### src/rtl/ram_arbiter_if.sv
// Bus bundle between the system RAM arbiter and its three neighbours:
// the CPU memory port, the secondary requester and the RAM macro.
//
// Handshake semantics: the CPU side has no handshake; its strobes are
// qualified by clk_en and always win the RAM port. The secondary side is a
// level request: sec_req (with sec_we/sec_addr/sec_wdata stable) is held
// until a one-cycle sec_ack pulse, which marks completion; read data is
// valid on sec_rdata in the ack cycle and held afterwards. sec_req is
// ignored in the ack cycle itself.
interface ram_arbiter_if #(
  parameter int ADDR_WIDTH = 12,
  parameter int DATA_WIDTH = 4
);
  // CPU port
  logic                  clk_en;
  logic                  cpu_write_en;
  logic                  cpu_read_en;
  logic [ADDR_WIDTH-1:0] cpu_addr;
  logic [DATA_WIDTH-1:0] cpu_write_data;
  logic [DATA_WIDTH-1:0] cpu_read_data;
  // Secondary port
  logic                  sec_req;
  logic                  sec_we;
  logic [ADDR_WIDTH-1:0] sec_addr;
  logic [DATA_WIDTH-1:0] sec_wdata;
  logic                  sec_ack;
  logic [DATA_WIDTH-1:0] sec_rdata;
  logic                  sec_starved;
  // RAM macro port
  logic                  ram_we;
  logic [ADDR_WIDTH-1:0] ram_addr;
  logic [DATA_WIDTH-1:0] ram_wdata;
  logic [DATA_WIDTH-1:0] ram_rdata;

  // Environment side: CPU, secondary requester and the RAM macro.
  modport master (
    output clk_en, cpu_write_en, cpu_read_en, cpu_addr, cpu_write_data,
    input  cpu_read_data,
    output sec_req, sec_we, sec_addr, sec_wdata,
    input  sec_ack, sec_rdata, sec_starved,
    input  ram_we, ram_addr, ram_wdata,
    output ram_rdata
  );

  // Arbiter side.
  modport slave (
    input  clk_en, cpu_write_en, cpu_read_en, cpu_addr, cpu_write_data,
    output cpu_read_data,
    input  sec_req, sec_we, sec_addr, sec_wdata,
    output sec_ack, sec_rdata, sec_starved,
    output ram_we, ram_addr, ram_wdata,
    input  ram_rdata
  );
endinterface

### src/rtl/ram_arbiter.sv
// Two-port arbiter for the single-port synchronous system RAM.
// The CPU owns the RAM on its clk_en cycles; the secondary requester is
// granted in the clk_en=0 gaps. Read data is steered back by a one-cycle
// ownership tag that follows the RAM's read latency, so a CPU read issued
// right after a secondary read cannot be confused with it.
module ram_arbiter #(
  parameter int ADDR_WIDTH   = 12,
  parameter int DATA_WIDTH   = 4,
  parameter int STARVE_LIMIT = 16
) (
  input  logic         clk,
  input  logic         reset_n,
  ram_arbiter_if.slave bus,
  output logic [1:0]   dbg_state
);

  typedef enum logic [1:0] {
    ST_IDLE   = 2'd0,
    ST_ISSUED = 2'd1,
    ST_ACK    = 2'd2
  } state_t;

  localparam logic [7:0] STARVE_LIM = 8'(STARVE_LIMIT);

  state_t                state_q, state_d;

  logic                  cpu_cycle;
  logic                  sec_grant;
  logic                  cpu_rd_issue;
  logic                  sec_rd_issue;

  logic                  ram_we_c;
  logic [ADDR_WIDTH-1:0] ram_addr_q, ram_addr_d;
  logic [DATA_WIDTH-1:0] ram_wdata_q, ram_wdata_d;

  logic                  tag_valid_q, tag_valid_d;
  logic                  tag_sec_q, tag_sec_d;

  logic [DATA_WIDTH-1:0] cpu_rdata_q, cpu_rdata_d;
  logic [DATA_WIDTH-1:0] sec_rdata_q, sec_rdata_d;

  logic                  sec_ack_q, sec_ack_d;
  logic [7:0]            starve_cnt_q, starve_cnt_d;
  logic                  sec_starved_q, sec_starved_d;

  // Ownership decision for this cycle; nothing is granted while in reset.
  always_comb begin
    cpu_cycle    = reset_n && bus.clk_en && (bus.cpu_write_en || bus.cpu_read_en);
    sec_grant    = reset_n && !bus.clk_en && (state_q == ST_IDLE) && bus.sec_req;
    // A CPU write beats a simultaneous CPU read, so a read issues only alone.
    cpu_rd_issue = cpu_cycle && !bus.cpu_write_en;
    sec_rd_issue = sec_grant && !bus.sec_we;
  end

  // RAM drive: owner's signals pass straight through; address/data hold when idle.
  always_comb begin
    ram_we_c    = 1'b0;
    ram_addr_d  = ram_addr_q;
    ram_wdata_d = ram_wdata_q;
    if (cpu_cycle) begin
      ram_we_c    = bus.cpu_write_en;
      ram_addr_d  = bus.cpu_addr;
      ram_wdata_d = bus.cpu_write_data;
    end else if (sec_grant) begin
      ram_we_c    = bus.sec_we;
      ram_addr_d  = bus.sec_addr;
      ram_wdata_d = bus.sec_wdata;
    end
  end

  // Read-return steering: data lands only where the tag from last cycle says.
  always_comb begin
    tag_valid_d = cpu_rd_issue || sec_rd_issue;
    tag_sec_d   = sec_rd_issue;
    cpu_rdata_d = cpu_rdata_q;
    sec_rdata_d = sec_rdata_q;
    if (tag_valid_q && !tag_sec_q) begin
      cpu_rdata_d = bus.ram_rdata;
    end
    if (tag_valid_q && tag_sec_q) begin
      sec_rdata_d = bus.ram_rdata;
    end
  end

  // Secondary FSM next state: grant -> issued -> ack -> idle.
  always_comb begin
    state_d = state_q;
    case (state_q)
      ST_IDLE:   if (sec_grant) state_d = ST_ISSUED;
      ST_ISSUED: state_d = ST_ACK;
      ST_ACK:    state_d = ST_IDLE;
      default:   state_d = ST_IDLE;
    endcase
  end

  // Secondary FSM outputs: registered ack pulse for the whole ACK state.
  always_comb begin
    sec_ack_d = (state_d == ST_ACK);
    dbg_state = state_q;
  end

  // Starvation counter: counts idle-FSM cycles the request is refused.
  always_comb begin
    starve_cnt_d = starve_cnt_q;
    if (sec_grant || !bus.sec_req) begin
      starve_cnt_d = 8'd0;
    end else if ((state_q == ST_IDLE) && (starve_cnt_q != 8'hFF)) begin
      starve_cnt_d = starve_cnt_q + 8'd1;
    end
    sec_starved_d = (starve_cnt_d >= STARVE_LIM);
  end

  // FSM state register.
  always_ff @(posedge clk) begin
    if (!reset_n) begin
      state_q <= ST_IDLE;
    end else begin
      state_q <= state_d;
    end
  end

  // Datapath and status registers.
  always_ff @(posedge clk) begin
    if (!reset_n) begin
      ram_addr_q    <= '0;
      ram_wdata_q   <= '0;
      tag_valid_q   <= 1'b0;
      tag_sec_q     <= 1'b0;
      cpu_rdata_q   <= '0;
      sec_rdata_q   <= '0;
      sec_ack_q     <= 1'b0;
      starve_cnt_q  <= 8'd0;
      sec_starved_q <= 1'b0;
    end else begin
      ram_addr_q    <= ram_addr_d;
      ram_wdata_q   <= ram_wdata_d;
      tag_valid_q   <= tag_valid_d;
      tag_sec_q     <= tag_sec_d;
      cpu_rdata_q   <= cpu_rdata_d;
      sec_rdata_q   <= sec_rdata_d;
      sec_ack_q     <= sec_ack_d;
      starve_cnt_q  <= starve_cnt_d;
      sec_starved_q <= sec_starved_d;
    end
  end

  // Output wiring.
  always_comb begin
    bus.ram_we        = ram_we_c;
    bus.ram_addr      = ram_addr_d;
    bus.ram_wdata     = ram_wdata_d;
    bus.cpu_read_data = cpu_rdata_q;
    bus.sec_rdata     = sec_rdata_q;
    bus.sec_ack       = sec_ack_q;
    bus.sec_starved   = sec_starved_q;
  end

endmodule
### src/flat_wrapper.sv
// flat-port wrapper written by rule: the top's interface ports become plain ports
module ram_arbiter_flat 
#(
  parameter int ADDR_WIDTH   = 12,
  parameter int DATA_WIDTH   = 4,
  parameter int STARVE_LIMIT = 16
)
  (clk, reset_n, dbg_state, bus_clk_en, bus_cpu_write_en, bus_cpu_read_en, bus_cpu_addr, bus_cpu_write_data, bus_cpu_read_data, bus_sec_req, bus_sec_we, bus_sec_addr, bus_sec_wdata, bus_sec_ack, bus_sec_rdata, bus_sec_starved, bus_ram_we, bus_ram_addr, bus_ram_wdata, bus_ram_rdata);
  ram_arbiter_if #(.ADDR_WIDTH(ADDR_WIDTH), .DATA_WIDTH(DATA_WIDTH)) bus_i ();
  input  logic clk;
  input  logic reset_n;
  output logic [1:0] dbg_state;
  input wire logic [$bits(bus_i.clk_en)-1:0] bus_clk_en;
  input wire logic [$bits(bus_i.cpu_write_en)-1:0] bus_cpu_write_en;
  input wire logic [$bits(bus_i.cpu_read_en)-1:0] bus_cpu_read_en;
  input wire logic [$bits(bus_i.cpu_addr)-1:0] bus_cpu_addr;
  input wire logic [$bits(bus_i.cpu_write_data)-1:0] bus_cpu_write_data;
  output wire logic [$bits(bus_i.cpu_read_data)-1:0] bus_cpu_read_data;
  input wire logic [$bits(bus_i.sec_req)-1:0] bus_sec_req;
  input wire logic [$bits(bus_i.sec_we)-1:0] bus_sec_we;
  input wire logic [$bits(bus_i.sec_addr)-1:0] bus_sec_addr;
  input wire logic [$bits(bus_i.sec_wdata)-1:0] bus_sec_wdata;
  output wire logic [$bits(bus_i.sec_ack)-1:0] bus_sec_ack;
  output wire logic [$bits(bus_i.sec_rdata)-1:0] bus_sec_rdata;
  output wire logic [$bits(bus_i.sec_starved)-1:0] bus_sec_starved;
  output wire logic [$bits(bus_i.ram_we)-1:0] bus_ram_we;
  output wire logic [$bits(bus_i.ram_addr)-1:0] bus_ram_addr;
  output wire logic [$bits(bus_i.ram_wdata)-1:0] bus_ram_wdata;
  input wire logic [$bits(bus_i.ram_rdata)-1:0] bus_ram_rdata;
  assign bus_i.clk_en = bus_clk_en;
  assign bus_i.cpu_write_en = bus_cpu_write_en;
  assign bus_i.cpu_read_en = bus_cpu_read_en;
  assign bus_i.cpu_addr = bus_cpu_addr;
  assign bus_i.cpu_write_data = bus_cpu_write_data;
  assign bus_cpu_read_data = bus_i.cpu_read_data;
  assign bus_i.sec_req = bus_sec_req;
  assign bus_i.sec_we = bus_sec_we;
  assign bus_i.sec_addr = bus_sec_addr;
  assign bus_i.sec_wdata = bus_sec_wdata;
  assign bus_sec_ack = bus_i.sec_ack;
  assign bus_sec_rdata = bus_i.sec_rdata;
  assign bus_sec_starved = bus_i.sec_starved;
  assign bus_ram_we = bus_i.ram_we;
  assign bus_ram_addr = bus_i.ram_addr;
  assign bus_ram_wdata = bus_i.ram_wdata;
  assign bus_i.ram_rdata = bus_ram_rdata;
  ram_arbiter #(.ADDR_WIDTH(ADDR_WIDTH), .DATA_WIDTH(DATA_WIDTH), .STARVE_LIMIT(STARVE_LIMIT)) u_core (.clk(clk), .reset_n(reset_n), .bus(bus_i), .dbg_state(dbg_state));
endmodule
### config.mk
export PLATFORM = sky130hd
export DESIGN_NAME = ram_arbiter_flat
export DESIGN_NICKNAME = d
export VERILOG_FILES = /design/src/rtl/ram_arbiter_if.sv /design/src/rtl/ram_arbiter.sv /design/src/flat_wrapper.sv
export SDC_FILE = /design/constraint.sdc
export NUM_CORES = 1
export LEC_CHECK = 0
export ABC_AREA = 1
export CORE_UTILIZATION = 45
export DETAILED_ROUTE_END_ITERATION = 7
export PLACE_DENSITY = 0.83
export SYNTH_ARGS = -nofsm -noshare
export SYNTH_HDL_FRONTEND = slang
export SYNTH_SLANG_ARGS = --single-unit
### constraint.sdc
create_clock -name clk -period 2.1 [get_ports clk]
set_input_delay 0.315 -clock clk [delete_from_list [all_inputs] [get_ports clk]]
set_output_delay 0.315 -clock clk [all_outputs]
set_load 0.02 [all_outputs]
==> results of run 1 <==
## cell type report
class | count | share of cell area
clock buffers | 5 | 0.0245
well taps | 48 | 0.0214
multi-input cells | 183 | 0.301
repair buffers | 97 | 0.315
clock inverters | 3 | 0.0231
inverters | 39 | 0.0520
flip-flops and latches | 37 | 0.263
## where the power goes
group          switching, W  internal, W
logic              0.000177     0.000178
clock network      0.000254     0.000472
registers         0.0000117     0.000730
total              0.000443      0.00138
## cell families (layout without fill, tap and decap cells)
group / after synthesis / in the layout / synth area share
flops: 37 / 37 / 0.413
xor+xnor: 1 / 1 / 0.00489
simple gates: 134 / 134 / 0.310
fa+ha+maj: 1 / 1 / 0.00698
compound gates: 47 / 47 / 0.151
buf+inv: 47 / 144 / 0.114
## metal layers
metal / vias to the layer above / part of all wire / wire length [µm]
met5: - / 0 / 0
met4: 0 / 0.010 / 46
met3: 6 / 0.083 / 366
met2: 86 / 0.50 / 2180
met1: 879 / 0.41 / 1800
li1: 1022 / - / -
## stage by stage
| stage | std cells | setup WS (ns) |
|---|---|---|
| finish | 412 | 0.0874 |
| global route | 412 | 0.00964 |
| CTS | 412 | 0.00210 |
| detailed placement | 404 | -0.400 |
| global placement | 404 | -0.336 |
| floorplan | 267 | 0.500 |
## state kept, by name, indices dropped and copies added (netlist names)
signal / cells
u_core.ram_addr_q: 12
u_core.tag_sec_q: 1
u_core.bus.sec_starved: 1
u_core.tag_valid_q: 1
u_core.dbg_state: 2
u_core.ram_wdata_q: 4
u_core.starve_cnt_q: 8
u_core.bus.sec_rdata: 4
u_core.bus.cpu_read_data: 4
## worst max path at each step
stage | from | end | slack (ns)
after global routing | bus_clk_en | bus_ram_we | 0.01
after CTS | reset_n | bus_ram_we | 0.002
after detailed placement | reset_n | bus_ram_addr[4] | -0.40
after global placement | reset_n | bus_ram_addr[8] | -0.34
final | bus_clk_en | bus_ram_we | 0.09
after floorplan | u_core.dbg_state[1] | bus_ram_addr[3] | 0.50
## tightest hold or removal path, delay by kind of cell (launching register included)
| kind | cells | cell delay [ns] |
|---|---|---|
| and+or+nand+nor | 2 | 0.13 |
| DFF | 1 | 0.33 |
## what timing repair did
item / CTS / global route
gates resized for setup: 63 / 1
endpoints found under the setup margin: 17 / 8
pin swaps: 0 / 1
## layout by cell type, fill, tap and decap left out, drive strengths merged
cell,synthesis,routed
o22ai,1,1
a21oi,18,18
dlymetal6s2s,0,1
dfxtp,37,37
o21ai,26,26
nor2,35,35
nor3,1,1
clkbuf,1,5
buf,7,39
xor2,1,1
clkinv,0,1
nand2,85,85
clkdlybuf4s15,0,4
nand4,4,4
inv,39,39
nand3,9,9
bufinv,0,2
ha,1,1
o211ai,2,2
clkdlybuf4s50,0,53
==> summary.md, run 1 <==
| Metric | Value |
|---|---|
| Standard-cell row count | 22 |
| Routed wire length | 4390 µm |
| Antenna viol nets, final | 0 |
| Slew @ Worst Pin | 0.248 ns |
| Routability-driven placement congestion ratio | around 0.79 |
| F_max | 497 MHz |
| Unique masters post-synth | 24 |
| GR Layer Usage met1 | 0.261 |
| Required time of the worst setup path | 1.78 ns |
| P&R area growth vs syn | 56.9% |
| Critical path's largest stage delay | 0.53 ns |
| Post-Route Setup TNS | 0 ns |
| Ranking of synthesized cells by instance count | sky130_fd_sc_hd__nand2_1, sky130_fd_sc_hd__dfxtp_1, sky130_fd_sc_hd__inv_1 |
| Count of flip-flops with a built-in enable after synthesis | 0 |
| Critical path depth in cells | 8 |
| CTS tree | done |
| Data arrival, critical path | 1.70 ns |
| First-pass GRT wire length | 7450 µm |
| Max_slew headroom | 0.834 |
| Worst hold-check path type | reg2reg |
| IO Pins | 72 |
| Cell with the most instances after synthesis | sky130_fd_sc_hd__nand2_1 |
| M2 GR Usage | 0.397 |
| Hold path startpoint | u_core.bus.sec_rdata[0] |
| Number of antenna violations at the first check in global routing | 0 |
| Startpoint types | input port |
| Yosys Warn Count | 0 |
| Sum of overflow across all layers after global routing | 0 |
| Clock-pin transition on the worst setup and hold timing paths | 0.07 ns |
| Area contributors post-synth | sky130_fd_sc_hd__dfxtp_1, sky130_fd_sc_hd__nand2_1, sky130_fd_sc_hd__inv_1 |
| Number of instances in the synthesized netlist | 267 |
| Static leakage power | 1.36 nW |
| Setup fix buffers added after clock tree synthesis | 0 |
| Maximum number of pins on one net before global-route repair | 20 |
| Count of maximum capacitance violations | 0 |
| Area of placed instances | between 2000 and 3000 µm² |
| Maximum count of clock buffers along a single path | 2 |
| Fin area | around 2800 µm² |
| Antenna Cells | 0 |
| Via-to-Cell Ratio | 4.84 |
| Cells on Worst Hold Path | 2 |
| Async set-reset flop share out of synthesis | 0 |
| Post-synth design cell area | 1790 µm² |
| Slowest cell on crit path | sky130_fd_sc_hd__clkdlybuf4s50_1 |
| Crit end category | output port |
| Top flip-flop cell by instance count after synthesis | sky130_fd_sc_hd__dfxtp_1 |
| Worst vdd ir | between 0.4 and 0.5 mV |
| Seq cells post-synth | 37 |
| Post-synth top area share | 0.413 |
| Root buffer selected by CTS | sky130_fd_sc_hd__clkbuf_8 |
| Clock insertion delay at the later pin of the skew report | 0.29 ns |
| Number of input and output port buffers inserted | 71 |
| Cell family with most CP delay | buffers and inverters |
| Setup slack of the worst register-to-register path | 0.51 ns |
| Synth area leader | sky130_fd_sc_hd__dfxtp_1 |
| Fraction of met3 tracks used by global routing | 0.0885 |
| Critical setup path kind | in2out |
| Power per standard cell area | 648 nW/µm² |
| Clock Skew | 0.00217 ns |
| Source of the worst register-to-register timing path | u_core.starve_cnt_q[0] |
| Core region area | 3740 µm² |
| Die outline area | 4240 µm² |
| Largest driver fanout on the critical path | 17 |
| CP cell instances | clkdlybuf4s50_1 -> buf_4 -> o211ai_4 -> inv_2 -> buf_12 -> nand2_1 -> nand2_1 -> clkdlybuf4s15_1 |
| Number of buffer and inverter stages on the critical path | 5 |
| Width of the chip | 65.1 µm |
| Vert. Die Dim | between 60 and 70 µm |
| Final worst path period need | 2.01 ns |
| Total Nets Final | 407 |
| H-tree Lvls | 2 |
| Number of global-route vias before repair | 1783 |
| Clk sink count | 37 |
| DRC viols | 0 |
| Hold endpoint | u_core.bus.sec_rdata[0] |
| Post-CTS Hold Fix Bufs | 0 |
| Number of vias in the routed layout | 1993 |
| Layer carrying the most global-route usage | met2 |
| Num CTS Buffers | 5 |
| Area of the multi-input gates | 847 µm² |
| Proportion of synthesized chip area in sequential cells | 0.413 |
| Total count of hold-check failures in the final report | 0 |
| Run status | completed |
| Number of filler instances in the final layout | 308 |
| DP HPWL | 3290 µm |
| Detail-routed net length per standard cell | about 11 µm |
| Initial Utilization | 0.479 |
| Final setup violation count | 0 |
| Register area | 741 µm² |
| Worst r2r dst | u_core.starve_cnt_q[1] |
| Count of pins over their slew limit | 0 |
| Setup repair after global routing missed its margin | no |
| Critical path's most frequent cell | sky130_fd_sc_hd__nand2_1 |
| Average size of a mapped cell | 6.72 µm² |
| Ratio of cells with drive above 1 in the final layout | 0.168 |
| Final standard cell utilization of the core | 0.751 |
| 1st-iter DRT viols | 123 |
| 1st-pass router iterations | 4 |
| Final worst path period share | 0.958 |
| Total power of the final layout | 0.00182 W |
| Net Count, Synth | 311 |
| Count of cells along the worst register-to-register path | 8 |
| Total GRT Usage | 0.228 |
| Worst hold margin | 0.487 ns |
Note: power is estimated with default switching activity, not from simulation.
==> run 2, diff against run 1 <==
--- a/config.mk
+++ b/config.mk
@@ -8,6 +8,7 @@
 export ABC_AREA = 1
 export CORE_UTILIZATION = 45
 export DETAILED_ROUTE_END_ITERATION = 7
+export HOLD_SLACK_MARGIN = 0.02
 export PLACE_DENSITY = 0.83
 export SYNTH_ARGS = -nofsm -noshare
 export SYNTH_HDL_FRONTEND = slang
==> results of run 2 <==
Same layout as run 1: the final DEF is identical, and so are final timing and power.
